## src/rtl/pulse_swallow_ctrl.sv

```systemverilog
// Program/swallow counter pair closing the loop around a /3-/4 prescaler.
// Define PSC_TOGGLE_OUT_EN for a toggling 50% duty clk_out instead of pulses.
module pulse_swallow_ctrl #(
  parameter int W     = 6,
  parameter int P_RST = 4,
  parameter int S_RST = 0
) (
  input  logic         clk_in,
  input  logic         rst,
  input  logic [W-1:0] p_val,
  input  logic [W-1:0] s_val,
  input  logic         load,
  output logic         mod,
  output logic         clk_out,
  output logic         cfg_err,
  output logic         busy
);

  localparam logic [W-1:0] P_INIT = W'(P_RST);
  localparam logic [W-1:0] S_INIT = W'(S_RST);
  localparam logic [W-1:0] ONE    = W'(1);
  localparam logic [W-1:0] TWO    = W'(2);

  logic [W-1:0] cnt, p_act, s_act, p_pend, s_pend;

  logic [W-1:0] cnt_nxt, p_nxt, s_nxt, p_pend_nxt, s_pend_nxt;
  logic         wrap, apply, load_ok;
  logic         mod_nxt, out_nxt, busy_nxt, err_nxt;

  always_comb begin
    wrap       = (cnt == p_act - ONE);
    apply      = wrap && busy;
    load_ok    = (p_val >= TWO) && (s_val <= p_val);
    p_nxt      = p_act;
    s_nxt      = s_act;
    p_pend_nxt = p_pend;
    s_pend_nxt = s_pend;
    busy_nxt   = busy;
    err_nxt    = cfg_err;
    if (apply) begin
      p_nxt    = p_pend;
      s_nxt    = s_pend;
      busy_nxt = 1'b0;
    end
    // A load on the boundary edge only fills pending; the older one applies now
    if (load) begin
      err_nxt = !load_ok;
      if (load_ok) begin
        p_pend_nxt = p_val;
        s_pend_nxt = s_val;
        busy_nxt   = 1'b1;
      end
    end
    cnt_nxt = wrap ? '0 : cnt + ONE;
    mod_nxt = (cnt_nxt < s_nxt);
`ifdef PSC_TOGGLE_OUT_EN
    out_nxt = wrap ? !clk_out : clk_out;
`else
    out_nxt = (cnt_nxt == p_nxt - ONE);
`endif
  end

  always_ff @(posedge clk_in) begin
    if (rst) begin
      cnt     <= '0;
      p_act   <= P_INIT;
      s_act   <= S_INIT;
      p_pend  <= '0;
      s_pend  <= '0;
      busy    <= 1'b0;
      cfg_err <= 1'b0;
      mod     <= (S_RST > 0);
      clk_out <= 1'b0;
    end else begin
      cnt     <= cnt_nxt;
      p_act   <= p_nxt;
      s_act   <= s_nxt;
      p_pend  <= p_pend_nxt;
      s_pend  <= s_pend_nxt;
      busy    <= busy_nxt;
      cfg_err <= err_nxt;
      mod     <= mod_nxt;
      clk_out <= out_nxt;
    end
  end

endmodule

```

## config.mk

```make
export PLATFORM = sky130hd
export DESIGN_NAME = pulse_swallow_ctrl
export DESIGN_NICKNAME = d
export VERILOG_FILES = /design/src/rtl/pulse_swallow_ctrl.sv
export SDC_FILE = /design/constraint.sdc
export NUM_CORES = 1
export LEC_CHECK = 0
export ABC_AREA = 1
export BUFFER_PORTS_ARGS = -buffer_cell sky130_fd_sc_hd__buf_2
export CAP_MARGIN = 30
export CORE_MARGIN = 2
export CORE_UTILIZATION = 59
export DETAILED_ROUTE_END_ITERATION = 7
export PLACE_DENSITY = 0.77
export SYNTH_ARGS = -nofsm -noshare
export SYNTH_HDL_FRONTEND = slang
export SYNTH_SLANG_ARGS = --single-unit
export TNS_END_PERCENT = 10
```

## constraint.sdc

```tcl
create_clock -name clk_in -period 6.3 [get_ports clk_in]
set_clock_uncertainty 0.05 [all_clocks]
set_input_delay 0.315 -clock clk_in [delete_from_list [all_inputs] [get_ports clk_in]]
set_output_delay 0.315 -clock clk_in [all_outputs]
set_load 0.02 [all_outputs]
```

==> run_results.csv <==
group,metric,value,unit
layout,nFillCells,319,
logic_synthesis,netlist_area,2110,µm²
placed_design,gp_congestion,0.824,
clocking,cts_tree,"yes",
critical_path,crit_path_end_kind,"register",
clocking,cts.sinks,34,
logic_synthesis,synthCells,311,
placed_design,dp_hpwl,3430,µm
power,powerDensity,219,nW/µm²
grt,track_usage,23.3,%
die,floorplan.initialDensity,62.3,%
logic_synthesis,ys_types,30,
clocking,cts_max_level,2,
clocking,cts_buffers,5,
layout,diodes,0,
placed_design,post-place-ws,3400,ps
detailed_routing,viasPerCell,5.06,
die,die_height,63.8,µm
logic_synthesis,yosys.area.top_type_share,32.2,%
power,power.total,499,µW
layout,syn_to_final_growth,8.00,%
clocking,cts_setup_buffers,0,
timing,rsz0062_at_grt,"false",
detailed_routing,antenna_left,0,
layout,multi_input_area,1190,µm²
critical_path,startpoint_type,"register",
clocking,cts_root_buf,"clkbuf_4",
timing,fin_crit,2940,ps
grt,grt_pass1_wl,7570,µm
grt,antenna_found_initial,0,
detailed_routing,vias,1899,
critical_path,crit_type,"register to register",
die,core_region_area,3390,µm²
critical_path,r2r-start,"p_act[0]",
critical_path,critPathLaunch,"p_act[0]",
die,die_w,63.8,µm
worst_hold_path,hold_class,"input port to register",
detailed_routing,drtPass1Iterations,5,
job,maxCapViolCount,0,
layout,finish.net_count,357,
placed_design,io_buffers,18,
worst_hold_path,worst_hold_startpoint,"load",
logic_synthesis,synth.avg_cell_area,6.79,µm²
timing,hold_viol_final,0,
power,worst_ir_drop_vdd,0.166,mV
grt,grt_pass1_vias,1759,
logic_synthesis,synth.net_count,340,
status,status,"complete, no violations",
logic_synthesis,synth-seq-cells,34,
detailed_routing,routed_wl,4230,µm
timing,clock.fmax,340,MHz
logic_synthesis,synth_top_area_cell,"dfxtp_1",
logic_synthesis,seq_area_frac_synth,32.2,%
timing,worst_pin_slew,595,ps
clocking,hold_buffers,0,
critical_path,crit_required,6520,ps
clocking,insertion_delay,340,ps
layout,seq_area,681,µm²
logic_synthesis,synth.area.top_cells,"dfxtp_1, nand2_1, ha_1, inv_1, nor2_1",
grt,grt_max_degree,21,
timing,fin_tns_setup,0,ps
timing,setup_ws,3360,ps
timing,final_max_slew_viol_count,0,
timing,setup_viol,0,
layout,drive_above_1_share,17.0,%
layout,utilization,67.3,%
clocking,clkSlewWorstSetupHoldPaths,110,ps
critical_path,cp.arrival,3160,ps
die,io_pins,19,
clocking,cts_resized,0,
die,dieArea,4070,µm²
logic_synthesis,yosysWarnings,0,
clocking,clockBufferDepth,2,
die,rows,21,
detailed_routing,drcViolationCount,0,
detailed_routing,drt_iter0_markers,67,
power,power.leakage,0.00115,µW
timing,max_slew_margin,60.2,%
detailed_routing,routedWlPerCell,11.3,µm
critical_path,critPathMaxFanout,12,
timing,post-route-period-util,46.7,%
grt,grt_overflow,0,
## logic make-up (layout without fill, tap and decap cells)
logic type	count (synthesis)	in the layout	share of synthesized area, %
xor+xnor	5	5	2.08
flops	34	34	32.2
compound gates	43	43	10.7
fa+ha+maj	14	14	8.30
buf+inv	59	77	11.3
simple gates	156	156	35.4
## final timing paths
check	to	slack, ps	cells past startpoint
setup / recovery	mod	3360	16
hold / removal	cfg_err	190	3
setup reg to reg	mod	3360	16
hold reg to reg	s_pend[3]	410	2
## layout by cell type, fill, tap and decap left out, types with 2 or more instances in the layout
cell type and count:
nand2_1 70, inv_1 45, dfxtp_1 34, nor2_1 28, nand3_1 19, o21ai_0 19, buf_2 18, a21oi_1 17
nand4_1 14, ha_1 14, nand2_2 10, inv_2 5, clkbuf_4 5, nor2_2 4, nand3_2 4, xnor2_1 3
o21ai_1 2, nand4_2 2, xor2_1 2, a21o_1 2
## power breakdown
| group | internal [µW] | leakage (µW) | switching [µW] |
|---|---|---|---|
| logic | 46.6 | 0.000837 | 81.8 |
| registers | 233 | 0.000278 | 10.6 |
| clock network | 53.6 | 0.0000343 | 73.7 |
| total | 333 | 0.00115 | 166 |
## critical path: stages, from the launching register on
cell and delay [ps]:
dfxtp_1 360, inv_1 100, ha_1 310, inv_1 40
nand2_1 50, nand2_1 40, nor2_1 140, nand2_1 80
nor2_2 150, nand4_2 270, inv_1 350, nand2_1 100
o21ai_0 140, ha_1 300, a21oi_1 140, o21ai_0 110
nor3_2 150
## synth_stat cells, drive strengths merged
library cell and count:
a21o 2, nand4 16, or2 1, inv 50, dfxtp 34, xor2 2
buf 4, ha 14, nand3 23, o21ai 21, nand2 81, xnor2 3
o211ai 1, o21bai 1, nor3 2, clkbuf 5, o22ai 1, a21oi 17
nor2 33
## state kept, by name, summed over array words and instances, names as in the netlist
| register | flops |
|---|---|
| cnt | 6 |
| p_act | 6 |
| p_pend | 6 |
| s_act | 6 |
| s_pend | 6 |
| busy | 1 |
| cfg_err | 1 |
| clk_out | 1 |
| mod | 1 |
## metal layers
| layer | wire [µm] | up-vias | part of all wire [%] | global-route usage [%] |
|---|---|---|---|---|
| li1 | - | 1029 | - | - |
| met1 | 2080 | 847 | 49 | 29.2 |
| met2 | 2020 | 17 | 48 | 40.6 |
| met3 | 92 | 6 | 2.2 | 4.75 |
| met4 | 44 | 0 | 1.0 | 6.25 |
| met5 | 0 | - | 0 | 0 |
## through the flow
step	cell area, µm²	hold slack, ps	instances
after CTS	2280	179	375
after detailed placement	2220	399	367
after global placement	2220	397	367
final	2280	188	375
after global routing	2280	201	375
after floorplan	2110	379	311
## final cells by class
class / count / share of cell area, %
Inverter: 50 / 8.23
Sequential cell: 34 / 29.9
Tap cell: 46 / 2.52
Multi-Input combinational cell: 218 / 52.3
Clock buffer: 6 / 2.25
Timing Repair Buffer: 19 / 4.28
Clock inverter: 2 / 0.549
Power figures use the tool's default switching activity.
